[src/rtl/life_arena_engine.sv]
// Double-banked Conway arena: combinational read port for the renderer, one-cell-per-cycle
// generation scan into the back bank, atomic bank swap, and single-cell edit/clear in IDLE.
module life_arena_engine #(
    parameter int ARENA_WIDTH  = 10,
    parameter int ARENA_HEIGHT = 10,
    parameter int WRAP         = 0
) (
    input  logic        clk,
    input  logic        reset,
    input  logic [9:0]  arena_row_select,
    input  logic [9:0]  arena_column_select,
    output logic        arena_cell_value,
    input  logic        step_request,
    output logic        step_busy,
    output logic        step_done,
    output logic [15:0] generation,
    input  logic        wr_en,
    input  logic [9:0]  wr_row,
    input  logic [9:0]  wr_col,
    input  logic        wr_value,
    input  logic        clear
);

    localparam int RW = (ARENA_HEIGHT > 1) ? $clog2(ARENA_HEIGHT) : 1;
    localparam int CW = (ARENA_WIDTH  > 1) ? $clog2(ARENA_WIDTH)  : 1;
    localparam logic [RW-1:0] ROW_LAST = RW'(ARENA_HEIGHT - 1);
    localparam logic [CW-1:0] COL_LAST = CW'(ARENA_WIDTH - 1);

    typedef enum logic [1:0] {S_IDLE, S_COMPUTE, S_SWAP} state_t;
    typedef logic [ARENA_HEIGHT-1:0][ARENA_WIDTH-1:0] bank_t;

    state_t        state_q, state_d;
    bank_t         bank_q [2];
    bank_t         front;
    logic          front_sel_q;
    logic [RW-1:0] row_q;
    logic [CW-1:0] col_q;
    logic [15:0]   gen_q;
    logic          done_q;

    logic          rd_ok, wr_ok, last_cell, new_cell;
    logic [RW-1:0] nr [3];
    logic [CW-1:0] nc [3];
    logic [2:0]    nr_ok, nc_ok;
    logic [3:0]    nbr_cnt;

    assign front = bank_q[front_sel_q];

    // Read port: the front bank only changes at IDLE edits and the SWAP edge, never mid-scan.
    assign rd_ok = (32'(arena_row_select) < ARENA_HEIGHT) &&
                   (32'(arena_column_select) < ARENA_WIDTH);
    assign arena_cell_value = rd_ok ?
        front[RW'(arena_row_select)][CW'(arena_column_select)] : 1'b0;

    assign wr_ok = (32'(wr_row) < ARENA_HEIGHT) && (32'(wr_col) < ARENA_WIDTH);
    assign last_cell = (row_q == ROW_LAST) && (col_q == COL_LAST);

    // Neighbour rows/cols with wrap; the _ok flags mask off-arena neighbours when WRAP=0.
    always_comb begin
        nr[1]    = row_q;
        nr[0]    = (row_q == '0) ? ROW_LAST : row_q - RW'(1);
        nr[2]    = (row_q == ROW_LAST) ? '0 : row_q + RW'(1);
        nr_ok[1] = 1'b1;
        nr_ok[0] = (WRAP != 0) || (row_q != '0);
        nr_ok[2] = (WRAP != 0) || (row_q != ROW_LAST);
        nc[1]    = col_q;
        nc[0]    = (col_q == '0) ? COL_LAST : col_q - CW'(1);
        nc[2]    = (col_q == COL_LAST) ? '0 : col_q + CW'(1);
        nc_ok[1] = 1'b1;
        nc_ok[0] = (WRAP != 0) || (col_q != '0);
        nc_ok[2] = (WRAP != 0) || (col_q != COL_LAST);
    end

    always_comb begin
        nbr_cnt = '0;
        for (int dr = 0; dr < 3; dr++) begin
            for (int dc = 0; dc < 3; dc++) begin
                if (!(dr == 1 && dc == 1)) begin
                    nbr_cnt = nbr_cnt +
                        {3'b000, nr_ok[dr] & nc_ok[dc] & front[nr[dr]][nc[dc]]};
                end
            end
        end
        new_cell = (nbr_cnt == 4'd3) | (front[row_q][col_q] & (nbr_cnt == 4'd2));
    end

    always_ff @(posedge clk) begin
        if (reset) state_q <= S_IDLE;
        else       state_q <= state_d;
    end

    always_comb begin
        state_d = state_q;
        case (state_q)
            S_IDLE:    if (step_request) state_d = S_COMPUTE;
            S_COMPUTE: if (last_cell)    state_d = S_SWAP;
            S_SWAP:                      state_d = S_IDLE;
            default:                     state_d = S_IDLE;
        endcase
    end

    always_comb begin
        step_busy  = (state_q != S_IDLE);
        step_done  = done_q;
        generation = gen_q;
    end

    always_ff @(posedge clk) begin
        if (reset) begin
            bank_q[0]   <= '0;
            bank_q[1]   <= '0;
            front_sel_q <= 1'b0;
            row_q       <= '0;
            col_q       <= '0;
            gen_q       <= '0;
            done_q      <= 1'b0;
        end else begin
            done_q <= (state_q == S_SWAP);
            case (state_q)
                S_IDLE: begin
                    // Edits land on the same edge a step is accepted, so the scan sees them.
                    if (clear) begin
                        bank_q[front_sel_q] <= '0;
                        gen_q               <= '0;
                    end else if (wr_en && wr_ok) begin
                        bank_q[front_sel_q][RW'(wr_row)][CW'(wr_col)] <= wr_value;
                    end
                    row_q <= '0;
                    col_q <= '0;
                end
                S_COMPUTE: begin
                    bank_q[~front_sel_q][row_q][col_q] <= new_cell;
                    if (col_q == COL_LAST) begin
                        col_q <= '0;
                        row_q <= row_q + RW'(1);
                    end else begin
                        col_q <= col_q + CW'(1);
                    end
                end
                S_SWAP: begin
                    front_sel_q <= ~front_sel_q;
                    gen_q       <= gen_q + 16'd1;
                    row_q       <= '0;
                    col_q       <= '0;
                end
                default: ;
            endcase
        end
    end

endmodule

[config.mk]
export PLATFORM = sky130hd
export DESIGN_NAME = life_arena_engine
export DESIGN_NICKNAME = d
export VERILOG_FILES = /design/src/rtl/life_arena_engine.sv
export SDC_FILE = /design/constraint.sdc
export NUM_CORES = 1
export LEC_CHECK = 0
export ABC_AREA = 1
export ABC_CLOCK_PERIOD_IN_PS = 16800
export BUFFER_PORTS_ARGS = -buffer_cell sky130_fd_sc_hd__buf_2
export CAP_MARGIN = 20
export CELL_PAD_IN_SITES_DETAIL_PLACEMENT = 2
export CELL_PAD_IN_SITES_GLOBAL_PLACEMENT = 2
export CORE_MARGIN = 8
export CORE_UTILIZATION = 38
export CTS_CLUSTER_SIZE = 14
export DETAILED_ROUTE_END_ITERATION = 6
export PLACE_DENSITY = 0.92
export SLEW_MARGIN = 20
export SYNTH_ARGS = -nofsm -noshare
export SYNTH_HDL_FRONTEND = slang
export SYNTH_SLANG_ARGS = --single-unit
[constraint.sdc]
create_clock -name clk -period 16.8 [get_ports clk]
set_input_delay 0.84 -clock clk [delete_from_list [all_inputs] [get_ports clk]]
set_output_delay 0.84 -clock clk [all_outputs]
set_load 0.05 [all_outputs]
Word-level counts from Yosys, hierarchy flattened
Memory sizes are Yosys's and may differ from the RTL's. A register that Yosys moved wholly into a read port is not among the register bits. Index checks and enable logic that the tools add are counted.

$add $sub $neg: 12. $mul: 0. Div/mod/pow operators: 0. Order comparisons: 18. Eq/ne operators: 12. Shifts and indexed selects: 0. Muxes and demuxes: 171. Bitwise gates (word level): 115. Reduce and logical (&&, ||, !) cells: 22.

Operator list (number): $mux 100 (6); $reduce_or 100->1 (2); $bmux 10 s4 (4); $mux 1 (129); $or 1x1->1 (101); $demux 10 s4 (2); $mux 10 (6); $lt 4x5->1 const B (10); $bmux 1 s4 (10); $lt 10x4->1 const B (4); $pmux 16 s2 (1); $mux 4 (5); $add 16x1->16 const B (1); $add 4x1->4 (4); $ge 4x1->1 const B (4); $mux 16 (1); $pmux 4 s2 (2); $and 1x1->1 (13); $add 4x1->4 const B (2); $demux 1 s4 (2); $eq 4x2->1 const B (2); $eq 4x4->1 const B (2); $logic_and 1x1->1 (8); $logic_not 4->1 (2); other kinds (16) (27).

Flip-flop bits (word level): 28. Latch bits: 0. Memory bits (writable): 200. ROM bits: 0. Input bits: 46. Logic and storage cells: 357. Memories kept: 1.

Memories: bank_q (words 2, width 100, read ports 1, clocked after memory_dff 1, wr ports 2, RTL line 33) `bank_t bank_q [2];`.

Logic depth before layout (Yosys ltp)
Gate-level depths: netlist (run 1).

Depth after elaboration: 18. Gate-level depth with buffers: 35. Gate-level depth less buffers: 29.

Worst setup path before layout (run 1)
No wires, ideal clock.

Path type: register to register. Start point: register row_q[0]. End point: memory bank_q[0][0] (netlist bit) (data pin). Library setup time: 0.261 ns. Arrival time: 5.737 ns. Data required time: 16.539 ns. Setup slack: 10.802 ns. Cell stages (with the launch flop): 30. Path buffers: 7. Clock period less this slack: 5.998 ns. Cell sequence: dfxtp_1 buf_2 clkinv_1 clkbuf_1 buf_1 ha_1 inv_1 nor2_2 buf_2 nor2_1 clkbuf_1 nand3_1 nand3_1 nand2_1 nand2_1 nand3_1 o21ai_0 nand4_1 fa_1 fa_1 inv_1 fa_1 ha_1 fa_1 o211ai_1 a21oi_1 nand2_1 buf_2 buf_2 a21oi_1.

RTL lines: from (decl) (RTL line 36) `logic [RW-1:0] row_q;`; from (signal assigned) (RTL line 135) `row_q <= row_q + RW'(1);`; to (decl) (RTL line 33).

==> results.txt, run 1 <==
DR vias/cell: 6.82
Synth Area in XOR/XNOR: 0.164%
Largest net degree at the start of global routing: 108
Worst clock skew: 38.8 ps
Most common flop cell mapped by yosys: edfxtp_1
Initial antenna violation count: 5
Initial Utilization: 38.2%
Die Ht: 253 µm
P per Cell Area: 82.7 mW/mm²
Vias: 28.8k
HP Start: generation[12]
I/O Pins: 65
Wirelength per Cell: 34.6 µm
Pre-antenna DRT Iters: 6
Final HPWL DP: 92,300 µm
CP Class: reg -> reg
CTS Buffer Depth: 3
Post-CTS Resized: 0
Simple-gate share of the synthesized area: 47.5%
Clock Pin Slew Worst Setup and Hold Paths: 70 ps
Fin crit share: 54.4%
FF-to-FF setup slack: 7670 ps
Post-route cell area: 0.0231 mm²
Largest area contributor in the netlist: edfxtp_1
Worst EP required: 16,980 ps
Worst setup SP type: flop
RR Endpoint: bank_q[1][8]
Worst-path cell chain: buf_4 > clkinv_1 > ha_1 > nand2_1 > nand2_1 > nor2_1 > inv_1 > o21ai_0 > nand3_1 > nand2_1 > a21oi_1 > nor3_1 > nand2_1 > fa_1 > fa_1 > inv_1 > fa_1 > ha_1 > fa_1 > o211ai_1 > a21oi_1 > nand2_8 > buf_4 > a21oi_1
H-tree depth: 1
Fillcell total: 6,940
Static leakage: 10.3 nW
Die Area: 0.0640 mm²
Nets@finish: 3,498
Mux contribution to synthesized area: 0.188%
Fin. max-slew vios: 0
Synth top area share: 28.1%
Global-route wire length before repair: 211,000 µm
Tot GR Track Use: 43.6%
Outcome: finished, final reports clean
Post-DP Area: 0.0221 mm²
Core ar.: 0.0560 mm²
Final setup violation count: 0
DRC viols: 0
Clk Latency, worst-skew pair: 600 ps
Synth Cell Area: 0.0213 mm²
Synth warnings: 0
Routability Congestion: 0.960
Detailed Route Iter0 Violations: 3,677
Area contributors post-synth: edfxtp_1, nand2_1, nand3_1
Max Cap Viol: 0
Detail Route Antenna Nets: 0
Syn Area/Cell: 6.02 µm²
Worst vdd ir: 0.000121 V
Hold_buf cts: 0
Critical path capture point type: flop
Clk root buf: clkbuf_16
Synth Area in Adders: 0.903%
P&R area growth vs syn: 8.15%
Post-synthesis sequential area ratio: 30.9%
Worst relative slew slack: 9.40%
Final hold violation count: 0
Synth top cells by count: nand2_1, nand3_1, a21oi_1
Hold Crit Class: reg -> reg
Synth Area in Compound Gates: 10.8%
Count leader, synth: nand2_1
Num CTS Buffers: 29
Crit path max-delay cell type: buf_4
Largest family of logic cells by synthesized area: simple AND/OR/NAND/NOR gates
Netlist cell types: 42
Critical Path AT: 9320 ps
Min-Delay Endpoint: generation[12]
Reg2reg path depth: 24
Site Rows: 87
Final min period: 9130 ps
Mapped Cells: 3,545
Critical path buffers and inverters: 5
CP max stage delay: 1040 ps
Hold path cells: 2
Vias in the first global route: 30.6k
IO Port Bufs: 64
Reg2reg start: row_q[0]
#FFs+latches synth: 229
Post-CTS setup buffers: 0
Grt ovf: 0
Clock Sink Count: 229
Layout cells sized above 1: 9.14%
Routed WL: 146,000 µm
Achievable Freq: 0.110 GHz
Sum of negative setup slack: 0 ps
Worst slew pin tran: 1350 ps
Syn_nets: 3,604
FFs w/ async S/R, synth: 0%
Post-synth EDFFs: 200
Die Width: 253 µm
CTS tree: yes
Critical Path Fanout Max: 107
RSZ-0062 raised after global routing: no
Cell family with the largest share of critical-path delay: simple AND/OR/NAND/NOR gates
-- report_power, final --
group / internal, mW / switching, mW
Clock: 0.351 / 0.313
Combinational: 0.121 / 0.439
Sequential: 0.660 / 0.0249
Total: 1.13 / 0.777
-- worst max path at each step --
| stage | end | from | slack [ps] | cells after the start |
|---|---|---|---|---|
| after floorplan | bank_q[0][0] | row_q[0] | 10800 | 29 |
| after global placement | bank_q[1][49] | row_q[0] | 8380 | 24 |
| after detailed placement | bank_q[1][8] | row_q[0] | 7850 | 24 |
| after CTS | bank_q[0][21] | row_q[0] | 7690 | 24 |
| after global routing | bank_q[1][8] | row_q[0] | 7510 | 24 |
| final | bank_q[1][8] | row_q[0] | 7670 | 24 |
-- tightest hold or removal path, cell delays in order, from the launching register on --
cell and delay, ps:
dfxtp_1 340, nand2_1 80, a21oi_1 60
-- registers in the layout (all words and copies together) (netlist names), named ones only --
signal,flops
bank_q,200
generation,16
col_q,4
row_q,4
state_q,2
front_sel_q,1
step_done,1
-- placed cells by master (no fill, tap or decap), types with 3 or more instances in the layout --
cell       count
a221oi_1       4
nand4_1       91
nor2_4         5
clkinv_2       4
inv_2         94
o21ai_0       97
o21ai_1        3
xor2_1         3
a211oi_1       3
a21oi_1      243
nor3_2         8
ha_1           9
or2_2          6
dfxtp_1       28
inv_1        131
nand2_4        3
nor2_1       136
fa_1           4
clkinv_4       3
buf_4         63
clkinv_1      11
nor4_1        10
nand2_1     1521
mux2i_1        4
nor2_2        17
nand3_1      471
nor3_1        12
nand3b_1      84
inv_4          3
buf_2         63
clkbuf_16     30
o211ai_1      60
edfxtp_1     200
-- metrics by stage --
stage | power (mW) | hold WS, ps | setup slack [ps] | cells | util [%]
6_report | 1.91 | 524 | 7670 | 4216 | 41.3
5_1_grt | 1.93 | 555 | 7510 | 4214 | 41.2
4_1_cts | 1.86 | 525 | 7690 | 4210 | 41.1
3_5_place_dp | 1.19 | 498 | 7850 | 4160 | 39.4
3_3_place_gp | 1.14 | 461 | 8380 | 4160 | 39.4
2_1_floorplan | 0.984 | 514 | 10800 | 3545 | -
-- area by class of cell --
cell class	count	area, µm²	area share [%]
clock inverter	16	129	0.558
sequential	229	6590	28.5
inverter	235	888	3.85
tap	756	946	4.10
multi-input combinational	2813	12900	55.7
antenna	2	5.00	0.0217
timing repair buffer	131	886	3.84
clock buffer	34	786	3.40
-- per-layer routing --
layer	GRT usage (%)	wire, µm	vias up
met3	11.2	16900	770
met1	53.0	53700	14281
met4	30.5	12300	6
met5	0	40	-
met2	67.1	63000	2217
li1	-	-	11498
-- kinds of logic (layout without fill, tap and decap cells) --
logic type | Yosys count | after routing
xor+xnor | 4 | 4
flops | 229 | 229
fa+ha+maj | 13 | 13
buf+inv | 503 | 416
simple gates | 2371 | 2371
compound gates | 421 | 421
other cells | 0 | 2
mux | 4 | 4
Note: power is estimated with default switching activity, not from simulation.
==> inputs of run 2 (changes only) <==
ABC_AREA = 0   (was 1)
ABC_CLOCK_PERIOD_IN_PS = 9200   (was 16800)
CORE_UTILIZATION = 40   (was 38)
PLACE_DENSITY = 0.86   (was 0.92)
clock period = 9.2 ns   (was 16.8 ns; I/O delays follow)
==> run 2 against run 1 <==
Effect of this change: clock skew grew 3.8 ps; wire length shrank 16%; setup slack worse by 6600 ps; largest cell class unchanged; worst hold slack got worse by 360 ps.
==> results.txt, run 2 <==
Outcome: finished, final reports clean
Synth warnings: 0 (unchanged)
Num CTS Buffers: 29 (unchanged)
Reg2reg path depth: 21 (-13%)
Worst setup SP type: flop
Vias: 24.0k (-16%)
RSZ-0062 raised after global routing: no
Site Rows: 84 (-3.4%)
Final HPWL DP: 82,800 µm (-10%)
IO Port Bufs: 64 (unchanged)
Worst clock skew: 42.6 ps (+3.77 ps)
Detailed Route Iter0 Violations: 3,116 (-15%)
Max reg flops: 200 (unchanged)
Die Area: 0.0611 mm² (-4.6%)
Worst vdd ir: 0.000135 V (+11%)
Fillcell total: 5,712 (-18%)
Worst EP required: 9620 ps (-7360 ps)
Hold path cells: 3 (+1)
Core ar.: 0.0527 mm² (-5.9%)
P&R area growth vs syn: 7.87%
DRC viols: 0 (unchanged)
Syn Area/Cell: 8.28 µm² (+38%)
Hold_buf cts: 0 (unchanged)
Die Width: 247 µm (-2.3%)
Commonest non-fill, non-tap cell in the layout: nand2_1
Critical Path AT: 8590 ps (-730 ps)
Post-CTS setup buffers: 0 (unchanged)
RR Endpoint: bank_q[0][5]
Final setup violation count: 0 (unchanged)
Global-route wire length before repair: 177,000 µm (-16%)
P per Cell Area: 124 mW/mm² (+50%)
Most common flop cell mapped by yosys: edfxtp_1
Die Ht: 247 µm (-2.3%)
Post-DP Area: 0.0221 mm² (about the same)
Initial Utilization: 40.6% (+2.4 points)
Final min period: 8170 ps (-963 ps)
Syn_nets: 2,640 (-27%)
Post-route cell area: 0.0231 mm² (-0.10%)
Min-Delay Endpoint: state_q[0]
Layout cells sized above 1: 15.6% (+6.5 points)
DR vias/cell: 7.48 (+9.6%)
Netlist cell types: 93 (+120%)
Pre-antenna DRT Iters: 5 (-1)
Multi-input logic area: 0.0135 mm² (+4.7%)
Synth top area share: 28.1% (-0.043 points)
Largest Register: bank_q
Post-synth EDFFs: 200 (unchanged)
Detail Route Antenna Nets: 0 (unchanged)
Mapped Cells: 2,581 (-27%)
Clk Latency, worst-skew pair: 610 ps (about the same)
Nets@finish: 2,560 (-27%)
Fin. max-slew vios: 0 (unchanged)
Clock Sink Count: 229 (unchanged)
Area contributors post-synth: edfxtp_1, mux4_2, a21oi_1
Tot GR Track Use: 38.8% (-4.8 points)
HP Start: step_request
CTS Buffer Depth: 3 (unchanged)
Achievable Freq: 0.122 GHz (+12%)
Synth Cell Area: 0.0214 mm² (+0.15%)
H-tree depth: 1 (unchanged)
Routed WL: 123,000 µm (-16%)
Post-synthesis sequential area ratio: 30.8% (-0.047 points)
Initial antenna violation count: 6 (+1)
Final hold violation count: 0 (unchanged)
Fin crit share: 88.8% (+34 points)
Worst slew pin tran: 1170 ps (-183 ps)
Synth top cells by count: nand2_1, a21oi_1, nor2_1
Critical path capture point type: flop
Hold Crit Class: in -> reg
Count leader, synth: nand2_1
Vias in the first global route: 25.7k (-16%)
Grt ovf: 0 (unchanged)
Largest area contributor in the netlist: edfxtp_1
I/O Pins: 65 (unchanged)
Commonest non-fill, non-tap cells in the layout: nand2_1, a21oi_1, nor2_1, edfxtp_1, o21ai_0
FFs w/ async S/R, synth: 0% (unchanged)
CP Class: reg -> reg
#FFs+latches synth: 229 (unchanged)
Place WS: 1390 ps (-6460 ps)
Sum of negative setup slack: 0 ps (unchanged)
Final Core Density: 43.8% (+2.5 points)
CTS tree: yes
Final worst slack: 1030 ps (-6640 ps)
Post-CTS Resized: 0 (unchanged)
Static leakage: 7.83 nW (-24%)
FF-to-FF setup slack: 1030 ps (-6640 ps)
Worst relative slew slack: 22.0% (+13 points)
Clk root buf: clkbuf_16
Wirelength per Cell: 38.1 µm (+10%)
Register area: 0.00660 mm² (+0.13%)
Clock Pin Slew Worst Setup and Hold Paths: 80 ps (about the same)
Routability Congestion: 1.02 (+6.4%)
Largest net degree at the start of global routing: 99 (-8.3%)
Max Cap Viol: 0 (unchanged)
Critical Path Fanout Max: 74 (-31%)
Reg2reg start: row_q[0]
run 2: cells by family (layout without fill, tap and decap cells):
group / Yosys count / count (layout) / synth area share, %
AND/OR/NAND/NOR: 910 / 910 / 19.3
adder cells (fa/ha/maj): 13 / 13 / 0.901
other: 0 / 3 / 0
multiplexers: 223 / 223 / 15.9
AO/OA/AOI/OAI: 896 / 896 / 26.2
XOR/XNOR: 5 / 5 / 0.205
flip-flops: 229 / 229 / 30.8
buffers and inverters: 305 / 247 / 6.66
run 2: power by group:
part	switching, mW	internal, mW	total, mW
combinational	0.300	0.140	0.440
clock	0.526	0.688	1.21
sequential	0.0394	1.17	1.21
total	0.866	2.00	2.86
run 2: cell type report:
class                   count  area share [%]
diodes                      3          0.0326
clock buffers              33            3.21
clock inverters            20           0.912
inverters                  41           0.684
multi-input cells        2047            58.3
flip-flops and latches    229            28.6
well taps                 688            3.73
repair buffers            153            4.47
run 2: worst max path at each step:
stage                   from             to  slack (ps)
detailed placement  row_q[0]   bank_q[0][5]        1390
finish              row_q[0]   bank_q[0][5]        1030
CTS                 row_q[0]   bank_q[0][5]        1350
floorplan           row_q[0]  bank_q[0][21]        2210
global placement        flop  bank_q[0][75]        1610
global route        row_q[0]   bank_q[0][5]        1010
run 2: critical path, stage by stage (launching register included):
cell,delay (ps)
dfxtp_4,600
inv_2,90
ha_1,450
nand2b_1,230
a21o_1,910
mux4_2,430
a2111oi_0,110
nor4_1,620
o22ai_1,280
a21o_1,250
a2111o_1,370
fa_1,480
fa_1,500
inv_1,50
fa_1,450
ha_1,230
fa_1,440
o21ai_0,330
o2111ai_4,220
buf_12,260
buf_4,300
a21boi_0,210
run 2: routing by layer:
metal / track usage (%) / wire, µm / vias up
li1: - / - / 9568
met1: 45.8 / 43100 / 12006
met2: 60.9 / 54700 / 1840
met3: 11.0 / 14700 / 624
met4: 26.8 / 10000 / 6
met5: 0 / 43 / -
run 2: stage by stage:
stage               hold WS [ps]  power [mW]  cells
floorplan                    606        1.47   2581
global placement             464        1.61   3153
detailed placement           496        1.64   3156
CTS                          172        2.83   3209
global route                 216        2.90   3213
finish                       167        2.86   3214
